$ cat src/rtl/up_down_counter_mod.sv
// up_down_counter_mod: parametrised modulo-N up/down counter with count enable,
// synchronous parallel load (clamped to MOD_MAX), a combinational terminal-count
// flag and a registered one-cycle wrap pulse for cascading stages.
//
// Build option: define UDC_SATURATE_EN to make the counter saturate at MOD_MAX
// (up) and 0 (down) instead of wrapping; wrap is then constantly 0 while tc
// still flags the saturation point.
//
// Control priority at every rising CLK edge: Reset > load > en count > hold.
module up_down_counter_mod #(
    parameter int WIDTH   = 4,
    parameter int MOD_MAX = 15
) (
    input  logic             CLK,
    input  logic             Reset,
    input  logic             en,
    input  logic             mode,
    input  logic             load,
    input  logic [WIDTH-1:0] load_val,
    output logic [WIDTH-1:0] Q,
    output logic             tc,
    output logic             wrap
);

    // Highest count value expressed in the counter's own width; all arithmetic
    // stays WIDTH bits wide, so no carry bit is needed even when MOD_MAX is all ones.
    localparam logic [WIDTH-1:0] MAX_V = WIDTH'(MOD_MAX);

    logic [WIDTH-1:0] count_q;
    logic [WIDTH-1:0] count_d;
    logic             wrap_q;
    logic             wrap_d;
    logic             at_max;
    logic             at_zero;

    assign at_max  = (count_q == MAX_V);
    assign at_zero = (count_q == '0);

    // Terminal count: the next enabled step in the current direction would wrap
    // (or saturate).
    assign tc = en & ((mode & at_max) | (~mode & at_zero));

    // Next-state selection: load beats counting; wrap only pulses on a wrapping step.
    always_comb begin
        count_d = count_q;
        wrap_d  = 1'b0;
        if (load) begin
            count_d = (load_val > MAX_V) ? MAX_V : load_val;
        end else if (en) begin
            if (mode) begin
                if (at_max) begin
`ifdef UDC_SATURATE_EN
                    count_d = MAX_V;
`else
                    count_d = '0;
                    wrap_d  = 1'b1;
`endif
                end else begin
                    count_d = count_q + WIDTH'(1);
                end
            end else begin
                if (at_zero) begin
`ifdef UDC_SATURATE_EN
                    count_d = '0;
`else
                    count_d = MAX_V;
                    wrap_d  = 1'b1;
`endif
                end else begin
                    count_d = count_q - WIDTH'(1);
                end
            end
        end
    end

    // State registers with synchronous active-high reset.
    always_ff @(posedge CLK) begin
        if (Reset) begin
            count_q <= '0;
            wrap_q  <= 1'b0;
        end else begin
            count_q <= count_d;
            wrap_q  <= wrap_d;
        end
    end

    assign Q    = count_q;
    assign wrap = wrap_q;

endmodule

$ cat config.mk
export PLATFORM = sky130hd
export DESIGN_NAME = up_down_counter_mod
export DESIGN_NICKNAME = d
export VERILOG_FILES = /design/src/rtl/up_down_counter_mod.sv
export SDC_FILE = /design/constraint.sdc
export NUM_CORES = 1
export LEC_CHECK = 0
export ABC_AREA = 1
export CAP_MARGIN = 30
export CORE_AREA = 2 2 39 41
export CTS_CLUSTER_SIZE = 30
export DETAILED_ROUTE_END_ITERATION = 6
export DIE_AREA = 0 0 41 43
export GPL_TIMING_DRIVEN = 1
export PLACE_DENSITY = 0.57
export SYNTH_ARGS = -nofsm -noshare
export SYNTH_HDL_FRONTEND = slang
export SYNTH_SLANG_ARGS = --single-unit
$ cat constraint.sdc
create_clock -name CLK -period 2.9 [get_ports CLK]
set_input_delay 0.58 -clock CLK [delete_from_list [all_inputs] [get_ports CLK]]
set_output_delay 0.58 -clock CLK [all_outputs]
set_load 0.005 [all_outputs]
==> impl_metrics.json <==
{
  "cp-start-kind": "primary input",
  "maxCapViolations": 0,
  "die_y_microns": 43,
  "relSlewSlack_pct": 81.0,
  "syn_area_sq_um": 347,
  "postSynthCellCount": 53,
  "dieWidth_microns": 41,
  "drive_above_1_share_pct": 11.3,
  "synth_nets": 64,
  "synth-seq-cells": 5,
  "worst_setup_path_end_kind": "primary output",
  "die_area_sq_um": 1760,
  "via_per_inst": 4.48,
  "finalCritPeriodShare_pct": 86.1,
  "crit_fanout": 4,
  "finalSetupTns_ns": 0,
  "cp.arrival_ns": 1.92,
  "drc_errors": 0,
  "hpwl_microns": 644,
  "antennaDiodeCount": 0,
  "startpoint": "mode",
  "rsz0062_at_grt": "false",
  "setup_slack_ns": 0.402,
  "start_util_pct": 25.0,
  "min_period_ns": 2.50,
  "grt_antenna_before_repair": 0,
  "clk_path_buf_depth": 2,
  "routedWlPerCell_microns": 8.69,
  "antenna_left": 0,
  "syn2layout_area_growth_pct": 53.8,
  "port_buffers": 14,
  "stdcell_count": 87,
  "cts_buffers": 3,
  "p_per_area_nw_per_um2": 410,
  "hold_viol_final": 0,
  "min_from": "Q[1]$_SDFFE_PP0P_",
  "ys_seq_area_share_pct": 28.9,
  "grt_pass1_vias": 336,
  "clock_latency_ns": 0.24,
  "fillers": 161,
  "hold_buffers": 0,
  "ir_drop_v": 0.000153,
  "via_count": 390,
  "maxSlewViolCount": 0,
  "grt_pass1_wl_microns": 1300,
  "gr-usage-all-layers_pct": 11.1,
  "setup_violations": 0,
  "drt_iter0_markers": 3,
  "holdCritPathClass": "flip-flop to flip-flop",
  "tritoncts": "done",
  "total_leakage_power_nw": 0.240,
  "clk_pin_slew_ns": 0.04,
  "fin_util_pct": 38.5,
  "cts_resized": 0,
  "grt_start_max_net_pins": 8,
  "ys_types": 17,
  "worst_pin_slew_ns": 0.285,
  "drtPass1Iterations": 2,
  "required_ns": 2.32,
  "yosysWarningCount": 0,
  "cts_setup_buffers": 0,
  "synth_area_per_cell_sq_um": 6.54,
  "status": "finished, final reports clean",
  "gp_congestion": 0.708,
  "htreeDepth": 1,
  "path_class": "primary input to primary output",
  "dp.cells": 83,
  "final_nets": 83,
  "skew_ns": 0.00294,
  "cts_root_buffer": "clkbuf_4",
  "wirelength_microns": 756,
  "io_pins": 15,
  "regToRegStartpoint": "Q[0]$_SDFFE_PP0P_",
  "clock_sinks": 5,
  "max_freq_ghz": 0.400,
  "gr-total-overflow": 0,
  "core_sq_um": 1380,
  "rows": 14,
  "preCtsSetupSlack_ns": 0.403
}
## synth_stat cells (all sizes together)
library cell	number	area, sq um
a31o	1	8.76
nand2	17	63.8
xnor2	1	8.76
a31oi	1	6.26
nor2	4	20.0
a21oi	3	18.8
dfxtp	5	100
xor2	1	8.76
nand3	6	30.0
a22oi	2	15.0
inv	8	30.0
nand4	1	6.26
ha	2	25.0
nor3	1	5.00
## worst paths after layout
| check | to | slack, ns | cells after the start |
|---|---|---|---|
| min reg2reg | Q[1]$_SDFFE_PP0P_ | 0.55 | 2 |
| min | Q[1]$_SDFFE_PP0P_ | 0.55 | 2 |
| max reg2reg | Q[3]$_SDFFE_PP0P_ | 1.64 | 8 |
| max | tc | 0.40 | 6 |
## where the power goes
group | leakage [nW] | total, W | switching, W | internal, W
logic | 0.183 | 0.0000588 | 0.0000253 | 0.0000335
clock network | 0.0150 | 0.0000798 | 0.0000278 | 0.0000520
registers | 0.0412 | 0.0000799 | 0.00000628 | 0.0000736
## critical path: stages
cell	delay, ns
clkdlybuf4s50_1	0.54
inv_1	0.09
nand2_1	0.07
nand3_1	0.09
inv_1	0.06
clkdlybuf4s50_1	0.48
## layout by cell type, fill, tap and decap left out, drive strengths merged
cell type,count
nand2,17
clkdlybuf4s50,14
inv,8
nand3,6
dfxtp,5
clkbuf,4
nor2,4
a21oi,3
a22oi,2
ha,2
xor2,1
xnor2,1
a31oi,1
nand4,1
nor3,1
a31o,1
## registers in the layout (all words and copies together), names as in the netlist
name  cells
Q         4
wrap      1
## cells by family (layout without fill, tap and decap cells)
family | after synthesis | count (layout) | synth area share, %
DFF | 5 | 5 | 28.9
buffers and inverters | 8 | 26 | 8.66
adders and majority gates | 2 | 2 | 7.22
and+or+nand+nor | 29 | 29 | 36.1
AOI/OAI and AO/OA | 7 | 7 | 14.1
xor gates and xnor gates | 2 | 2 | 5.06
## metal layers
layer	track usage, %	wire length, microns
met4	6.00	15
met5	0	0
met2	16.6	359
met1	12.6	342
met3	4.71	38
## area by class of cell
| type | count | area, sq um | share of cell area, % |
|---|---|---|---|
| timing repair buffer | 14 | 140 | 26.3 |
| inverter | 8 | 30.0 | 5.63 |
| clock buffer | 4 | 26.3 | 4.93 |
| multi-input combinational | 40 | 216 | 40.6 |
| sequential | 5 | 100 | 18.8 |
| tap | 16 | 20.0 | 3.76 |
## stage by stage
step                hold WS (ns)  total power, W  area, sq um
floorplan                  0.508        0.000111          347
CTS                        0.548        0.000222          533
detailed placement         0.539        0.000140          507
finish                     0.546        0.000219          533
global placement           0.538        0.000141          507
global route               0.584        0.000234          533
Note: power is estimated with default switching activity, not from simulation.
